$ cat src/rtl/pwm_pkg.sv
// pwm_pkg: constants and FSM state type shared by the PWM generator, the
// PWM decoder and their benches.
//   PWM_LVL_W   default duty-level width
//   pwm_period  nominal period in clocks for a given level width (2^lvl_w)
//   pwm_state_e decoder FSM states
package pwm_pkg;

  localparam int unsigned PWM_LVL_W = 32'd4;

  // Nominal PWM period: one clock per representable level.
  function automatic int unsigned pwm_period(input int unsigned lvl_w);
    return 32'd1 << lvl_w;
  endfunction

  typedef enum logic [1:0] {
    ST_IDLE     = 2'd0,
    ST_MEASURE  = 2'd1,
    ST_STUCK_LO = 2'd2,
    ST_STUCK_HI = 2'd3
  } pwm_state_e;

endpackage

$ cat src/rtl/pwm_decoder_sync_ff.sv
// sync_ff: STAGES-deep flop chain bringing an asynchronous single-bit input
// into the clk domain.
// Ports:
//   clk      system clock
//   i_rst_n  asynchronous active-low reset, clears every stage
//   i_d      asynchronous input
//   o_q      synchronised copy of i_d, STAGES clocks late
module sync_ff #(
  parameter int unsigned STAGES = 32'd2
) (
  input  logic clk,
  input  logic i_rst_n,
  input  logic i_d,
  output logic o_q
);

  logic [STAGES-1:0] sync_d;
  logic [STAGES-1:0] sync_q;

  // Shift the input one stage deeper every clock.
  always_comb begin
    sync_d = {sync_q[STAGES-2:0], i_d};
  end

  // Synchroniser flops.
  always_ff @(posedge clk or negedge i_rst_n) begin
    if (!i_rst_n) begin
      sync_q <= {STAGES{1'b0}};
    end else begin
      sync_q <= sync_d;
    end
  end

  assign o_q = sync_q[STAGES-1];

endmodule

$ cat src/rtl/pwm_decoder.sv
// pwm_decoder: recovers the duty level of an incoming PWM line whose period
// is PERIOD clocks and whose high time equals the level. Detects stuck-low
// (decoded as level 0), stuck-high and malformed periods.
// Ports:
//   clk       system clock, rising edge
//   i_rst_n   asynchronous active-low reset
//   i_pwm     PWM line, asynchronous to clk
//   o_lvl     last decoded level, held between updates
//   o_valid   one-cycle strobe when o_lvl is rewritten by a good decode
//   o_locked  high while the last period closed or timed out cleanly
//   o_err     one-cycle strobe on a period mismatch or a stuck-high line
module pwm_decoder
  import pwm_pkg::*;
#(
  parameter int unsigned LVL_W       = PWM_LVL_W,
  parameter int unsigned PERIOD      = pwm_period(LVL_W),
  parameter int unsigned SYNC_STAGES = 32'd2
) (
  input  logic             clk,
  input  logic             i_rst_n,
  input  logic             i_pwm,
  output logic [LVL_W-1:0] o_lvl,
  output logic             o_valid,
  output logic             o_locked,
  output logic             o_err
);

  localparam int unsigned      PER_W   = $clog2(2 * PERIOD + 1);
  localparam logic [PER_W-1:0] PER_NOM = PER_W'(PERIOD);
  localparam logic [PER_W-1:0] PER_MAX = PER_W'(2 * PERIOD);
  localparam logic [PER_W-1:0] PER_ONE = PER_W'(1);
  localparam logic [LVL_W:0]   HI_ONE  = (LVL_W + 1)'(1);
  localparam logic [LVL_W:0]   HI_MAX  = {(LVL_W + 1){1'b1}};
  localparam logic [LVL_W-1:0] LVL_MAX = {LVL_W{1'b1}};

  logic             sync_s;
  logic             rise_s;
  logic             timeout_s;
  logic             prev_d,    prev_q;
  pwm_state_e       state_d,   state_q;
  logic [PER_W-1:0] per_cnt_d, per_cnt_q;
  logic [LVL_W:0]   hi_cnt_d,  hi_cnt_q;
  logic [LVL_W-1:0] lvl_d,     lvl_q;
  logic             locked_d,  locked_q;
  logic             valid_d,   valid_q;
  logic             err_d,     err_q;
  // Output stage: decode results are retimed once more so they land three
  // edges after the closing edge is first sampled.
  logic [LVL_W-1:0] out_lvl_d,    out_lvl_q;
  logic             out_valid_d,  out_valid_q;
  logic             out_locked_d, out_locked_q;
  logic             out_err_d,    out_err_q;

  sync_ff #(
    .STAGES (SYNC_STAGES)
  ) u_sync (
    .clk     (clk),
    .i_rst_n (i_rst_n),
    .i_d     (i_pwm),
    .o_q     (sync_s)
  );

  assign rise_s    = sync_s & ~prev_q;
  assign timeout_s = (per_cnt_q == PER_MAX);

  // Counters, FSM next state and decode results.
  always_comb begin
    prev_d       = sync_s;
    state_d      = state_q;
    lvl_d        = lvl_q;
    locked_d     = locked_q;
    valid_d      = 1'b0;
    err_d        = 1'b0;
    out_lvl_d    = lvl_q;
    out_valid_d  = valid_q;
    out_locked_d = locked_q;
    out_err_d    = err_q;

    // A rise opens a new period and already counts as its first (high) cycle.
    if (rise_s) begin
      per_cnt_d = PER_ONE;
      hi_cnt_d  = HI_ONE;
    end else begin
      per_cnt_d = (per_cnt_q == PER_MAX) ? per_cnt_q : per_cnt_q + PER_ONE;
      hi_cnt_d  = (sync_s && (hi_cnt_q != HI_MAX)) ? hi_cnt_q + HI_ONE : hi_cnt_q;
    end

    case (state_q)
      ST_IDLE: begin
        if (rise_s) begin
          state_d = ST_MEASURE;
        end else if (timeout_s) begin
          state_d  = sync_s ? ST_STUCK_HI : ST_STUCK_LO;
          lvl_d    = sync_s ? LVL_MAX : {LVL_W{1'b0}};
          valid_d  = ~sync_s;
          err_d    = sync_s;
          locked_d = ~sync_s;
        end else begin
          state_d = ST_IDLE;
        end
      end
      ST_MEASURE: begin
        // Rise is checked first so it wins over a same-cycle timeout.
        if (rise_s) begin
          if (per_cnt_q == PER_NOM) begin
            lvl_d    = hi_cnt_q[LVL_W-1:0];
            valid_d  = 1'b1;
            locked_d = 1'b1;
          end else begin
            err_d    = 1'b1;
            locked_d = 1'b0;
          end
        end else if (timeout_s) begin
          state_d  = sync_s ? ST_STUCK_HI : ST_STUCK_LO;
          lvl_d    = sync_s ? LVL_MAX : {LVL_W{1'b0}};
          valid_d  = ~sync_s;
          err_d    = sync_s;
          locked_d = ~sync_s;
        end else begin
          state_d = ST_MEASURE;
        end
      end
      ST_STUCK_LO: begin
        // The edge ending a stuck-low spell only opens a new measurement.
        if (rise_s) begin
          state_d = ST_MEASURE;
        end else begin
          state_d = ST_STUCK_LO;
        end
      end
      ST_STUCK_HI: begin
        // No rise can occur while high; the falling edge restarts from scratch.
        if (!sync_s) begin
          state_d   = ST_IDLE;
          per_cnt_d = {PER_W{1'b0}};
          hi_cnt_d  = {(LVL_W + 1){1'b0}};
        end else begin
          state_d = ST_STUCK_HI;
        end
      end
      default: begin
        state_d = ST_IDLE;
      end
    endcase
  end

  // State, counter, decode and output registers.
  always_ff @(posedge clk or negedge i_rst_n) begin
    if (!i_rst_n) begin
      prev_q       <= 1'b0;
      state_q      <= ST_IDLE;
      per_cnt_q    <= {PER_W{1'b0}};
      hi_cnt_q     <= {(LVL_W + 1){1'b0}};
      lvl_q        <= {LVL_W{1'b0}};
      locked_q     <= 1'b0;
      valid_q      <= 1'b0;
      err_q        <= 1'b0;
      out_lvl_q    <= {LVL_W{1'b0}};
      out_valid_q  <= 1'b0;
      out_locked_q <= 1'b0;
      out_err_q    <= 1'b0;
    end else begin
      prev_q       <= prev_d;
      state_q      <= state_d;
      per_cnt_q    <= per_cnt_d;
      hi_cnt_q     <= hi_cnt_d;
      lvl_q        <= lvl_d;
      locked_q     <= locked_d;
      valid_q      <= valid_d;
      err_q        <= err_d;
      out_lvl_q    <= out_lvl_d;
      out_valid_q  <= out_valid_d;
      out_locked_q <= out_locked_d;
      out_err_q    <= out_err_d;
    end
  end

  assign o_lvl    = out_lvl_q;
  assign o_valid  = out_valid_q;
  assign o_locked = out_locked_q;
  assign o_err    = out_err_q;

endmodule

$ cat config.mk
export PLATFORM = sky130hd
export DESIGN_NAME = pwm_decoder
export DESIGN_NICKNAME = d
export VERILOG_FILES = /design/src/rtl/pwm_pkg.sv /design/src/rtl/pwm_decoder_sync_ff.sv /design/src/rtl/pwm_decoder.sv
export SDC_FILE = /design/constraint.sdc
export NUM_CORES = 1
export LEC_CHECK = 0
export CAP_MARGIN = 20
export CORE_ASPECT_RATIO = 0.7
export CORE_UTILIZATION = 50
export DETAILED_ROUTE_END_ITERATION = 8
export GPL_ROUTABILITY_DRIVEN = 0
export PLACE_DENSITY = 0.8
export SLEW_MARGIN = 20
export SYNTH_ARGS = -nofsm -noshare
export SYNTH_HDL_FRONTEND = slang
export SYNTH_HIERARCHICAL = 1
export SYNTH_SLANG_ARGS = --single-unit
$ cat constraint.sdc
create_clock -name clk -period 1.9 [get_ports clk]
set_clock_uncertainty 0.1 [all_clocks]
set_input_delay 0.19 -clock clk [delete_from_list [all_inputs] [get_ports clk]]
set_output_delay 0.19 -clock clk [all_outputs]
set_load 0.05 [all_outputs]
==> impl_results.md <==
* Status: completed
* Gate power share at 24.8%
* P per Cell Area at 1150 mW/mm^2
* Cells along the critical path: inv_2 -> ha_4 -> or3b_4 -> o32ai_4 -> a21boi_4 -> a2bb2oi_1
* Worst hold slack at 0.192 ns
* Hold violation total from the final report at 0
* Horizontal die dimension at 63.3 um
* Syn_nets at 120
* Switching Power at 0.591 mW
* Number of buffers added by the clock tree synthesis step at 5
* Post-layout nets at 146
* Number of antenna violations at the first check in global routing at 0
* Hpwl dp at 1.83 mm
* Routing usage on met1 at 29.0%
* Most used cells in the layout excluding fill and tap cells: dfrtp_1, buf_4, nor2_1, clkdlybuf4s50_1, nand3_1
* GR peak layer: met2
* Critical path's slowest cell: dfrtp_1
* Global-route wire length before repair at 4.33 mm
* Worst IR Drop VDD at 834 uV
* Max incr delay on CP at 0.41 ns
* TritonCTS clock tree: done
* Initial standard-cell utilization of the core at 53.1%
* Core outline area at 0.00248 sq mm
* Slew @ Worst Pin at 0.502 ns
* I/O pin count at 10
* Most instantiated flip-flop cell in the synthesis netlist: dfrtp_1
* Leading cell type in the layout, fill and taps excluded: dfrtp_1
* Total vias in the final route at 977
* Tcrit/Tclk final at 99.2%
* Clock latency at the later pin of the worst-skew pair at 0.28 ns
* Placed cells at 164
* Number of detailed-routing iterations run before antenna repair at 4
* Fraction of power consumed by sequential logic at 42.9%
* Synthesized area per cell at 11.6 sq um
* Final Routed Wirelength at 2.70 mm
* Register bit total from synthesis at 30
* Clock sink count at 30
* Syn Std Cell Area at 0.00132 sq mm
* Via count of the first global-routing pass at 911
* Critical path arrival at 1.99 ns
* Setup crit end kind: flop
* Final routed DRC violation total at 0
* # Max-Cap Violations at 0
* Ratio of cells with drive above 1 in the final layout at 22.9%
* Row cnt at 15
* Fraction of power consumed by the clock network at 32.3%
* Drt first-iter violations at 75
* Cell leakage power at 0.776 nW
* Final Slew Violations at 0
* Startpoint Class: flop
* FMAX at 0.531 GHz
* Maximum level of the CTS H-tree at 2
* Number of flops mapped to enable cells by yosys at 0
* Required time worst endpoint at 2.01 ns
* I/O Buffers at 9
* Final cell utilization of the core at 68.2%
* Met2 usage at 30.8%
* Kind of critical path: reg2reg
* Final setup violating endpoints at 0
* Switching share of total power at 30.4%
* Final TNS setup at 0 ns
* Critical path fanouts, max at 4
* Height of the chip at 44.9 um
* Cell internal pwr at 1.35 mW
* Total of hold buffers inserted after clock tree synthesis at 0
* Full die area at 0.00284 sq mm
* N_diodes at 0
* Library cell used as clock root buffer: clkbuf_8
* Overall global routing resource usage at 21.3%
* Post-DR wirelength/cell at 15.5 um
* Sequential element share of the synthesized area at 57.1%
* Met3 demand-to-capacity share in global routing at 7.07%
* Cell class contributing the biggest share of worst-path delay: compound AO/OA/AOI/OAI gates
* Clock transition at the register clock pins on the worst setup and hold paths after CTS at 0.07 ns
* Area Overhead vs Synth at 28.5%
* Number of buffers between clock root and the deepest sink at 2
* Yosys cell types at 34
* Share of async-settable or async-resettable flops after synthesis at 100%
* Headroom to the max-slew limit at 66.4%
* Final std cells w/o fill at 174
* Unrepaired setup endpoints after global routing: true
* YS warnings at 6
* Cells after synthesis at 113
* Clock period minus worst slack at 1.88 ns
* Crit path buffers/inverters at 1
* Number of vias per cell after detailed routing at 5.61
* Grt total ovfl at 0
* Worst min path class: in2async
* Remaining number of nets flagged by the antenna check after routing at 0
* Maximum number of pins on one net before global-route repair at 31
-- power by group through the flow --
| stage | Combinational [mW] | Clock [mW] | Sequential, mW |
|---|---|---|---|
| 2_1_floorplan | 0.188 | 0 | 0.911 |
| 3_5_place_dp | 0.429 | 0 | 0.837 |
| 3_3_place_gp | 0.414 | 0 | 0.830 |
| 4_1_cts | 0.434 | 0.640 | 0.826 |
| 6_report | 0.482 | 0.628 | 0.834 |
| 5_1_grt | 0.524 | 0.665 | 0.847 |
-- sequential cells by signal (all words and copies together), names as in the netlist --
register,cells
prev_q,1
o_err,1
u_sync/sync_q,2
err_q,1
state_q,2
o_locked,1
lvl_q,4
o_valid,1
locked_q,1
out_valid_d,1
hi_cnt_q,5
per_cnt_q,6
o_lvl,4
-- cell families (layout without fill, tap and decap cells) --
| kind of cell | count (synthesis) | count (layout) | share of synthesized area (%) |
|---|---|---|---|
| AND/OR/NAND/NOR | 35 | 35 | 14.1 |
| adder cells (fa/ha/maj) | 4 | 4 | 3.81 |
| AO/OA/AOI/OAI | 25 | 25 | 15.5 |
| XOR/XNOR | 7 | 7 | 4.66 |
| multiplexers | 3 | 3 | 2.28 |
| buffers and inverters | 9 | 36 | 2.57 |
| flip-flops | 30 | 30 | 57.1 |
-- path summary, 6_finish.rpt --
check | startpoint | cells past startpoint | slack, ns | endpoint
worst max-delay path | per_cnt_q[0] | 6 | 0.02 | lvl_q[2]
worst min-delay path | i_rst_n | 2 | 0.19 | state_q[0]
worst max register to register | per_cnt_q[0] | 6 | 0.02 | lvl_q[2]
worst min register to register | out_valid_d | 0 | 0.25 | o_valid
max in group asynchronous | i_rst_n | 2 | 1.23 | u_sync/sync_q[0]
min in group clk | out_valid_d | 0 | 0.25 | o_valid
-- layer usage --
layer | wire length (um) | part of all wire [%]
met5 | 0 | 0
met4 | 68 | 2.5
met3 | 132 | 4.9
met2 | 1240 | 46
met1 | 1270 | 47
-- what timing repair did --
action / CTS / global route
setup endpoints to repair: 0 / 11
setup buffers: 0 / 2
resized for setup: 0 / 10
-- metrics by stage --
step | total power [mW] | worst slack [ns] | cell area, sq um
3_5_place_dp | 1.27 | -0.00240 | 1520
2_1_floorplan | 1.10 | 0.0339 | 1320
5_1_grt | 2.04 | -0.0474 | 1690
6_report | 1.94 | 0.0160 | 1690
3_3_place_gp | 1.24 | 0.0980 | 1520
4_1_cts | 1.90 | 0.000446 | 1630
-- final cells by class --
class	instances	area (sq um)
multi-input cells	74	574
inverters	5	18.8
clock buffers	5	68.8
fillers	181	787
clock inverters	3	40.0
well taps	34	42.5
repair buffers	23	195
flip-flops and latches	30	751
-- cell usage after synthesis (2+ instances only) --
library cell,number,area [sq um]
dfrtp_1,30,751
nor2_1,9,33.8
nand3_1,6,30.0
inv_1,5,18.8
xor2_1,5,43.8
a2bb2oi_1,4,35.0
clkbuf_1,4,15.0
ha_1,4,50.1
nand2_1,4,15.0
o21ai_0,4,20.0
o22ai_1,4,25.0
a21oi_1,3,15.0
mux2i_1,3,30.0
nand2b_1,3,18.8
nor2b_1,3,18.8
and3_1,2,12.5
nor3_1,2,10.0
xnor2_1,2,17.5
(Power assumes the default switching activity.)
